$ cat config.mk
export PLATFORM = sky130hd
export DESIGN_NAME = tlb_maint_unit_flat
export DESIGN_NICKNAME = d
export VERILOG_FILES = /design/src/rtl/tlb_maint_if.sv /design/src/rtl/tlb_maint_unit.sv /design/src/flat_wrapper.sv
export SDC_FILE = /design/constraint.sdc
export NUM_CORES = 1
export LEC_CHECK = 0
export ABC_AREA = 1
export ABC_CLOCK_PERIOD_IN_PS = 2300
export CAP_MARGIN = 30
export CORE_ASPECT_RATIO = 0.6
export CORE_MARGIN = 1
export CORE_UTILIZATION = 42
export CTS_CLUSTER_DIAMETER = 200
export DETAILED_ROUTE_END_ITERATION = 6
export PLACE_DENSITY = 0.87
export SYNTH_ARGS = -nofsm -noshare
export SYNTH_HDL_FRONTEND = slang
export SYNTH_SLANG_ARGS = --single-unit
export TNS_END_PERCENT = 5
$ cat constraint.sdc
create_clock -name clk -period 2.3 [get_ports clk]
set_input_delay 0.46 -clock clk [delete_from_list [all_inputs] [get_ports clk]]
set_output_delay 0.46 -clock clk [all_outputs]
set_load 0.05 [all_outputs]
$ cat src/rtl/tlb_maint_if.sv
// Command / TLB-port bundle between a requester, the maintenance unit and the TLB array.
// The slave modport is the maintenance unit's view.
interface tlb_maint_if #(
    parameter int TLBNUM = 16
);
    localparam int IW = $clog2(TLBNUM);

    logic          cmd_valid;
    logic          cmd_ready;
    logic [1:0]    cmd_op;
    logic [IW-1:0] cmd_index;
    logic [4:0]    cmd_invop;
    logic [88:0]   cmd_data;
    logic          done;
    logic          done_err;
    logic [IW-1:0] r_index;
    logic [88:0]   r_data;
    logic          we;
    logic [IW-1:0] w_index;
    logic [88:0]   w_data;

    modport slave (
        input  cmd_valid, cmd_op, cmd_index, cmd_invop, cmd_data, r_data,
        output cmd_ready, done, done_err, r_index, we, w_index, w_data
    );

    modport master (
        output cmd_valid, cmd_op, cmd_index, cmd_invop, cmd_data, r_data,
        input  cmd_ready, done, done_err, r_index, we, w_index, w_data
    );
endinterface

$ cat src/rtl/tlb_maint_unit.sv
// TLB maintenance sequencer: TLBWR, TLBFILL and INVTLB walks over a single read/write port.
// Define TLB_FILL_LFSR_EN to take the TLBFILL index from an 8-bit LFSR instead of a 4-bit counter.
module tlb_maint_unit #(
    parameter int TLBNUM = 16
) (
    input logic        clk,
    input logic        resetn,
    tlb_maint_if.slave bus
);
    localparam int IW = $clog2(TLBNUM);

    localparam logic [1:0] OP_TLBWR  = 2'd0;
    localparam logic [1:0] OP_INVTLB = 2'd2;
    localparam logic [1:0] OP_RSVD   = 2'd3;

    typedef enum logic [1:0] {S_IDLE, S_WRITE, S_WALK, S_DONE} state_e;

`ifdef TLB_FILL_LFSR_EN
    localparam int          FW       = 8;
    localparam logic [FW-1:0] FILL_RST = 8'h01;
`else
    localparam int          FW       = 4;
    localparam logic [FW-1:0] FILL_RST = '0;
`endif

    state_e        state_q, state_d;
    logic [1:0]    op_q, op_d;
    logic [IW-1:0] index_q, index_d;
    logic [4:0]    invop_q, invop_d;
    logic [88:0]   data_q, data_d;
    logic [IW-1:0] fill_idx_q, fill_idx_d;
    logic [IW-1:0] walk_q, walk_d;
    logic [FW-1:0] fill_q, fill_d;
    logic          done_q, done_d;
    logic          done_err_q, done_err_d;
    logic          cmd_ready_q, cmd_ready_d;

    logic accept;
    logic illegal_cmd;

    assign accept      = bus.cmd_valid && cmd_ready_q;
    assign illegal_cmd = (bus.cmd_op == OP_RSVD) ||
                         ((bus.cmd_op == OP_INVTLB) && (bus.cmd_invop > 5'd6));

    // Fill source runs every cycle regardless of FSM state.
    always_comb begin
`ifdef TLB_FILL_LFSR_EN
        fill_d = {fill_q[6:0], fill_q[7] ^ fill_q[5] ^ fill_q[4] ^ fill_q[3]};
`else
        fill_d = fill_q + FW'(1);
`endif
    end

    always_comb begin
        // NOTE: every variable gets a default first so no path leaves it unassigned (no latch).
        state_d     = state_q;
        op_d        = op_q;
        index_d     = index_q;
        invop_d     = invop_q;
        data_d      = data_q;
        fill_idx_d  = fill_idx_q;
        walk_d      = walk_q;
        done_d      = 1'b0;
        done_err_d  = 1'b0;
        cmd_ready_d = cmd_ready_q;

        unique case (state_q)
            S_IDLE: begin
                if (accept) begin
                    op_d        = bus.cmd_op;
                    index_d     = bus.cmd_index;
                    invop_d     = bus.cmd_invop;
                    data_d      = bus.cmd_data;
                    fill_idx_d  = IW'(fill_q);
                    walk_d      = '0;
                    cmd_ready_d = 1'b0;
                    if (illegal_cmd) begin
                        state_d    = S_DONE;
                        done_d     = 1'b1;
                        done_err_d = 1'b1;
                    end else if (bus.cmd_op == OP_INVTLB) begin
                        state_d = S_WALK;
                    end else begin
                        state_d = S_WRITE;
                    end
                end
            end
            S_WRITE: begin
                state_d = S_DONE;
                done_d  = 1'b1;
            end
            S_WALK: begin
                if (walk_q == IW'(TLBNUM - 1)) begin
                    state_d = S_DONE;
                    done_d  = 1'b1;
                end else begin
                    walk_d = walk_q + IW'(1);
                end
            end
            S_DONE: begin
                state_d     = S_IDLE;
                cmd_ready_d = 1'b1;
            end
            default: state_d = S_IDLE;
        endcase
    end

    always_ff @(posedge clk or negedge resetn) begin
        // NOTE: sequential state uses non-blocking assignments so all flops update together.
        if (!resetn) begin
            state_q     <= S_IDLE;
            op_q        <= '0;
            index_q     <= '0;
            invop_q     <= '0;
            data_q      <= '0;
            fill_idx_q  <= '0;
            walk_q      <= '0;
            fill_q      <= FILL_RST;
            done_q      <= 1'b0;
            done_err_q  <= 1'b0;
            cmd_ready_q <= 1'b1;
        end else begin
            state_q     <= state_d;
            op_q        <= op_d;
            index_q     <= index_d;
            invop_q     <= invop_d;
            data_q      <= data_d;
            fill_idx_q  <= fill_idx_d;
            walk_q      <= walk_d;
            fill_q      <= fill_d;
            done_q      <= done_d;
            done_err_q  <= done_err_d;
            cmd_ready_q <= cmd_ready_d;
        end
    end

    // INVTLB match against the entry currently on the read port.
    logic [18:0] r_vppn, c_vppn;
    logic        r_e, r_g, asid_eq, va_eq, inv_hit;

    always_comb begin
        r_e     = bus.r_data[88];
        r_g     = bus.r_data[52];
        r_vppn  = bus.r_data[87:69];
        c_vppn  = data_q[87:69];
        asid_eq = (bus.r_data[62:53] == data_q[62:53]);
        va_eq   = (r_vppn[18:10] == c_vppn[18:10]) &&
                  ((bus.r_data[68:63] == 6'd22) || (r_vppn[9:0] == c_vppn[9:0]));
        unique case (invop_q)
            5'd0, 5'd1: inv_hit = 1'b1;
            5'd2:       inv_hit = r_g;
            5'd3:       inv_hit = !r_g;
            5'd4:       inv_hit = !r_g && asid_eq;
            5'd5:       inv_hit = !r_g && asid_eq && va_eq;
            5'd6:       inv_hit = (r_g || asid_eq) && va_eq;
            default:    inv_hit = 1'b0;
        endcase
    end

    // Write port is combinational so a walk can invalidate the entry it reads in the same cycle.
    always_comb begin
        bus.we      = 1'b0;
        bus.w_index = walk_q;
        bus.w_data  = {1'b0, bus.r_data[87:0]};
        unique case (state_q)
            S_WRITE: begin
                bus.we      = 1'b1;
                bus.w_index = (op_q == OP_TLBWR) ? index_q : fill_idx_q;
                bus.w_data  = data_q;
            end
            S_WALK:  bus.we = r_e && inv_hit;
            default: bus.we = 1'b0;
        endcase
    end

    assign bus.r_index   = walk_q;
    assign bus.cmd_ready = cmd_ready_q;
    assign bus.done      = done_q;
    assign bus.done_err  = done_err_q;
endmodule

$ cat src/flat_wrapper.sv
// flat-port wrapper written by rule: the top's interface ports become plain ports
module tlb_maint_unit_flat 
#(
    parameter int TLBNUM = 16
)
  (clk, resetn, bus_cmd_valid, bus_cmd_op, bus_cmd_index, bus_cmd_invop, bus_cmd_data, bus_r_data, bus_cmd_ready, bus_done, bus_done_err, bus_r_index, bus_we, bus_w_index, bus_w_data);
  tlb_maint_if #(.TLBNUM(TLBNUM)) bus_i ();
  input logic clk;
  input logic resetn;
  input wire logic [$bits(bus_i.cmd_valid)-1:0] bus_cmd_valid;
  input wire logic [$bits(bus_i.cmd_op)-1:0] bus_cmd_op;
  input wire logic [$bits(bus_i.cmd_index)-1:0] bus_cmd_index;
  input wire logic [$bits(bus_i.cmd_invop)-1:0] bus_cmd_invop;
  input wire logic [$bits(bus_i.cmd_data)-1:0] bus_cmd_data;
  input wire logic [$bits(bus_i.r_data)-1:0] bus_r_data;
  output wire logic [$bits(bus_i.cmd_ready)-1:0] bus_cmd_ready;
  output wire logic [$bits(bus_i.done)-1:0] bus_done;
  output wire logic [$bits(bus_i.done_err)-1:0] bus_done_err;
  output wire logic [$bits(bus_i.r_index)-1:0] bus_r_index;
  output wire logic [$bits(bus_i.we)-1:0] bus_we;
  output wire logic [$bits(bus_i.w_index)-1:0] bus_w_index;
  output wire logic [$bits(bus_i.w_data)-1:0] bus_w_data;
  assign bus_i.cmd_valid = bus_cmd_valid;
  assign bus_i.cmd_op = bus_cmd_op;
  assign bus_i.cmd_index = bus_cmd_index;
  assign bus_i.cmd_invop = bus_cmd_invop;
  assign bus_i.cmd_data = bus_cmd_data;
  assign bus_i.r_data = bus_r_data;
  assign bus_cmd_ready = bus_i.cmd_ready;
  assign bus_done = bus_i.done;
  assign bus_done_err = bus_i.done_err;
  assign bus_r_index = bus_i.r_index;
  assign bus_we = bus_i.we;
  assign bus_w_index = bus_i.w_index;
  assign bus_w_data = bus_i.w_data;
  tlb_maint_unit #(.TLBNUM(TLBNUM)) u_core (.clk(clk), .resetn(resetn), .bus(bus_i));
endmodule
==> reports/qor.csv <==
stage,metric,value,unit
route,wl_per_cell,15.49,um
timing,rsz0062_at_grt,true,
global_routing,grt-ovfl-total,0,
finish,nFillCells,1013,
synth,synth_nets,1130,
route,routed_via_density,4.867,
setup_path,slowest_delay,0.42,ns
finish,multiInputGateArea,0.003068,sq mm
timing,fin_crit,2.378,ns
setup_path,cp_slowest_cell,dfrtp_1,
synth,synth_area_leaders,"dfrtp_1 46%, nand2_1 33%, o21ai_0 5.3%, inv_1 4.3%, nor2_1 1.4%",
setup_path,crit_cells,7,
clock_tree,cts_root_buffer,clkbuf_16,
timing,drv_slew,0,
timing,skew,0.008203,ns
setup_path,cp-end-kind,output pin,
global_routing,grt_max_degree,69,
clock_tree,htree_levels,4,
clock_tree,path_clk_slew,0.06,ns
placement,gp_congestion,0.8362,
synth,seq_area_frac_synth,0.4643,
synth,syn-instance-count,932,
clock_tree,numCtsBuffers,17,
global_routing,grtUsageTotal,0.2844,
setup_path,path_buf_inv,2,
route,ant_nets,0,
timing,post-route-period-util,1.034,
floorplanning,die_h,96.94,um
global_routing,grt_pass1_wl,34800,um
setup_path,cp_common_cell,nand2_1,
placement,place_ws,-0.3505,ns
floorplanning,start_util,0.4323,
route,routed_wl,22330,um
floorplanning,core,0.01459,sq mm
finish,area_growth,79.73,%
timing,relSlewSlack,0.6225,
floorplanning,fp-row-count,34,
finish,regArea,0.002929,sq mm
min_path,hold_path.class,register to register,
synth,synth_top_cell_by_area,dfrtp_1,
timing,fmax,420.5,MHz
job,drv_cap,0,
setup_path,cp-start-kind,register,
setup_path,path_cells,"inv_1, ha_1, nand2_1, a21oi_1, nand2_1, a21oi_2, buf_12",
power,power.total,0.01766,W
floorplanning,ioPinCount,293,
floorplanning,die-area,0.01553,sq mm
clock_tree,insertion_delay,0.40,ns
route,first_pass_iters,5,
floorplanning,die_w,160.2,um
timing,setup-tns-final,-0.07815,ns
synth,ys_ff_latch,117,
synth,yosysWarnings,0,
global_routing,antenna_found_initial,0,
finish,layout-drive-gt1-share,0.1787,
synth,avgSynthCellArea,6.769,sq um
setup_path,cp.required,1.84,ns
power,ir_worst_vdd,1152,uV
finish,final_nets,1427,
min_path,min_path_cells,1,
power,power_density,1557,mW/mm^2
placement,portBuffers,292,
clock_tree,cts.path.max_buffers,2,
setup_path,critPathMaxFanout,6,
outcome,violations,negative setup slack,
route,drtIter0Drc,450,
setup_path,path_delay_family,flip-flops,
setup_path,critical_path_class,register to output pin,
setup_path,rr_worst_depth,9,
finish,final_cells,1441,
timing,worst_slew_pin_slew,0.5645,ns
route,drc,0,
setup_path,worst_ep_arrival_time,1.92,ns
placement,placed_area,0.01043,sq mm
finish,final_area,0.01134,sq mm
clock_tree,clock_sinks,117,
synth,ys_types,27,
route,routed-via-count,7013,
timing,final_hold_viol_count,0,
timing,layout_setup_ws,-0.07815,ns
outcome,outcome,"finished, violations left",
synth,syn-cell-area,0.006309,sq mm
global_routing,grt_pass1_vias,7079,
synth,synth_top_cell_area_share,0.4601,
placement,dpl.hpwl,15800,um
power,p_leak,5.797,nW
timing,setup_viol,1,
clock_tree,cts_tree,done,
placement,dp_cells,1395,
-- timing repair --
| action | 4_1_cts | 5_1_grt |
|---|---|---|
| gates cloned | 0 | 3 |
| hold buffers | 1 | 0 |
| buffers inserted | 3 | 7 |
| pin swaps | 22 | 24 |
| gates resized for setup | 54 | 53 |
| setup endpoints to repair | 90 | 90 |
| endpoints found under the hold margin | 24 | 0 |
-- metrics by stage --
| stage | utilization | hold slack [ns] |
|---|---|---|
| 6_report | 0.7771 | 0.4678 |
| 5_1_grt | 0.7769 | 0.4863 |
| 4_1_cts | 0.7603 | 0.4694 |
| 3_5_place_dp | 0.7150 | 0.4183 |
| 3_3_place_gp | 0.7150 | 0.4132 |
| 2_1_floorplan | - | 0.1644 |
-- power by group --
part / internal [W] / switching [W] / leakage (nW)
registers: 0.00297 / 0.000623 / 1.47
clock network: 0.00160 / 0.00100 / 0.284
logic: 0.00485 / 0.00661 / 4.05
-- sequential cells by signal, summed over array words and instances (netlist names) --
name                  cells
u_core.bus.cmd_ready      1
u_core.bus.done           1
u_core.bus.done_err       1
u_core.bus.r_index        4
u_core.data_q            89
u_core.fill_idx_q         4
u_core.fill_q             4
u_core.index_q            4
u_core.invop_q            5
u_core.op_q               2
u_core.state_q            2
-- cell usage in the layout, fill, tap and decap left out, drive strengths merged, types with 8 or more instances in the layout --
master           n
clkinv           8
nand3           14
o21ai           67
clkdlybuf4s50  166
inv             79
buf            120
dfrtp          116
clkbuf          20
dlymetal6s2s    11
nor2            27
dlygate4sd2     19
nand2          551
-- kinds of logic after synthesis --
group | share of synthesized area
DFF | 0.4643
adders and majority gates | 0.01190
buffers and inverters | 0.07616
xor gates and xnor gates | 0.01388
and+or+nand+nor | 0.3669
AOI/OAI and AO/OA | 0.06684
-- layout make-up --
cell class | instances | share of cell area
multi-input cells | 697 | 0.2706
inverters | 76 | 0.02516
clock buffers | 17 | 0.03752
repair buffers | 320 | 0.3725
well taps | 198 | 0.02185
diodes | 1 | 0.0002207
clock inverters | 15 | 0.01379
flip-flops and latches | 117 | 0.2583
-- worst paths after layout --
kind	startpoint	endpoint	slack, ns
max	u_core.state_q[0]	bus_we	-0.08
min	u_core.fill_q[0]	u_core.fill_q[0]	0.47
max reg2reg	u_core.state_q[1]	u_core.fill_idx_q[0]	0.42
min reg2reg	u_core.fill_q[0]	u_core.fill_q[0]	0.47
max in group asynchronous	resetn	u_core.bus.cmd_ready	1.11
min in group asynchronous	resetn	u_core.data_q[55]	0.52
-- cell usage after synthesis --
library cell / number
nor2_1: 24
ha_1: 6
xnor2_1: 3
buf_4: 5
nor2_2: 2
inv_2: 3
nor4_1: 1
nor3_2: 1
o21ai_0: 67
inv_1: 73
a22o_1: 1
nor3_1: 1
nand2_1: 551
o31ai_1: 1
dfrtp_1: 116
dfstp_2: 1
o22ai_1: 5
xor2_1: 7
nand4_1: 4
a21oi_1: 6
nor2_4: 1
clkbuf_1: 18
buf_1: 4
nor3_4: 1
a21oi_2: 1
nand3_1: 14
buf_2: 15
-- routing by layer --
layer / up-vias / GRT usage / wire [um]
met1: 3286 / 0.3396 / 9434
met5: - / 0 / 0
met2: 259 / 0.4953 / 10890
met3: 32 / 0.08748 / 1659
li1: 3436 / - / -
met4: 0 / 0.07692 / 344
(Power assumes the default switching activity.)
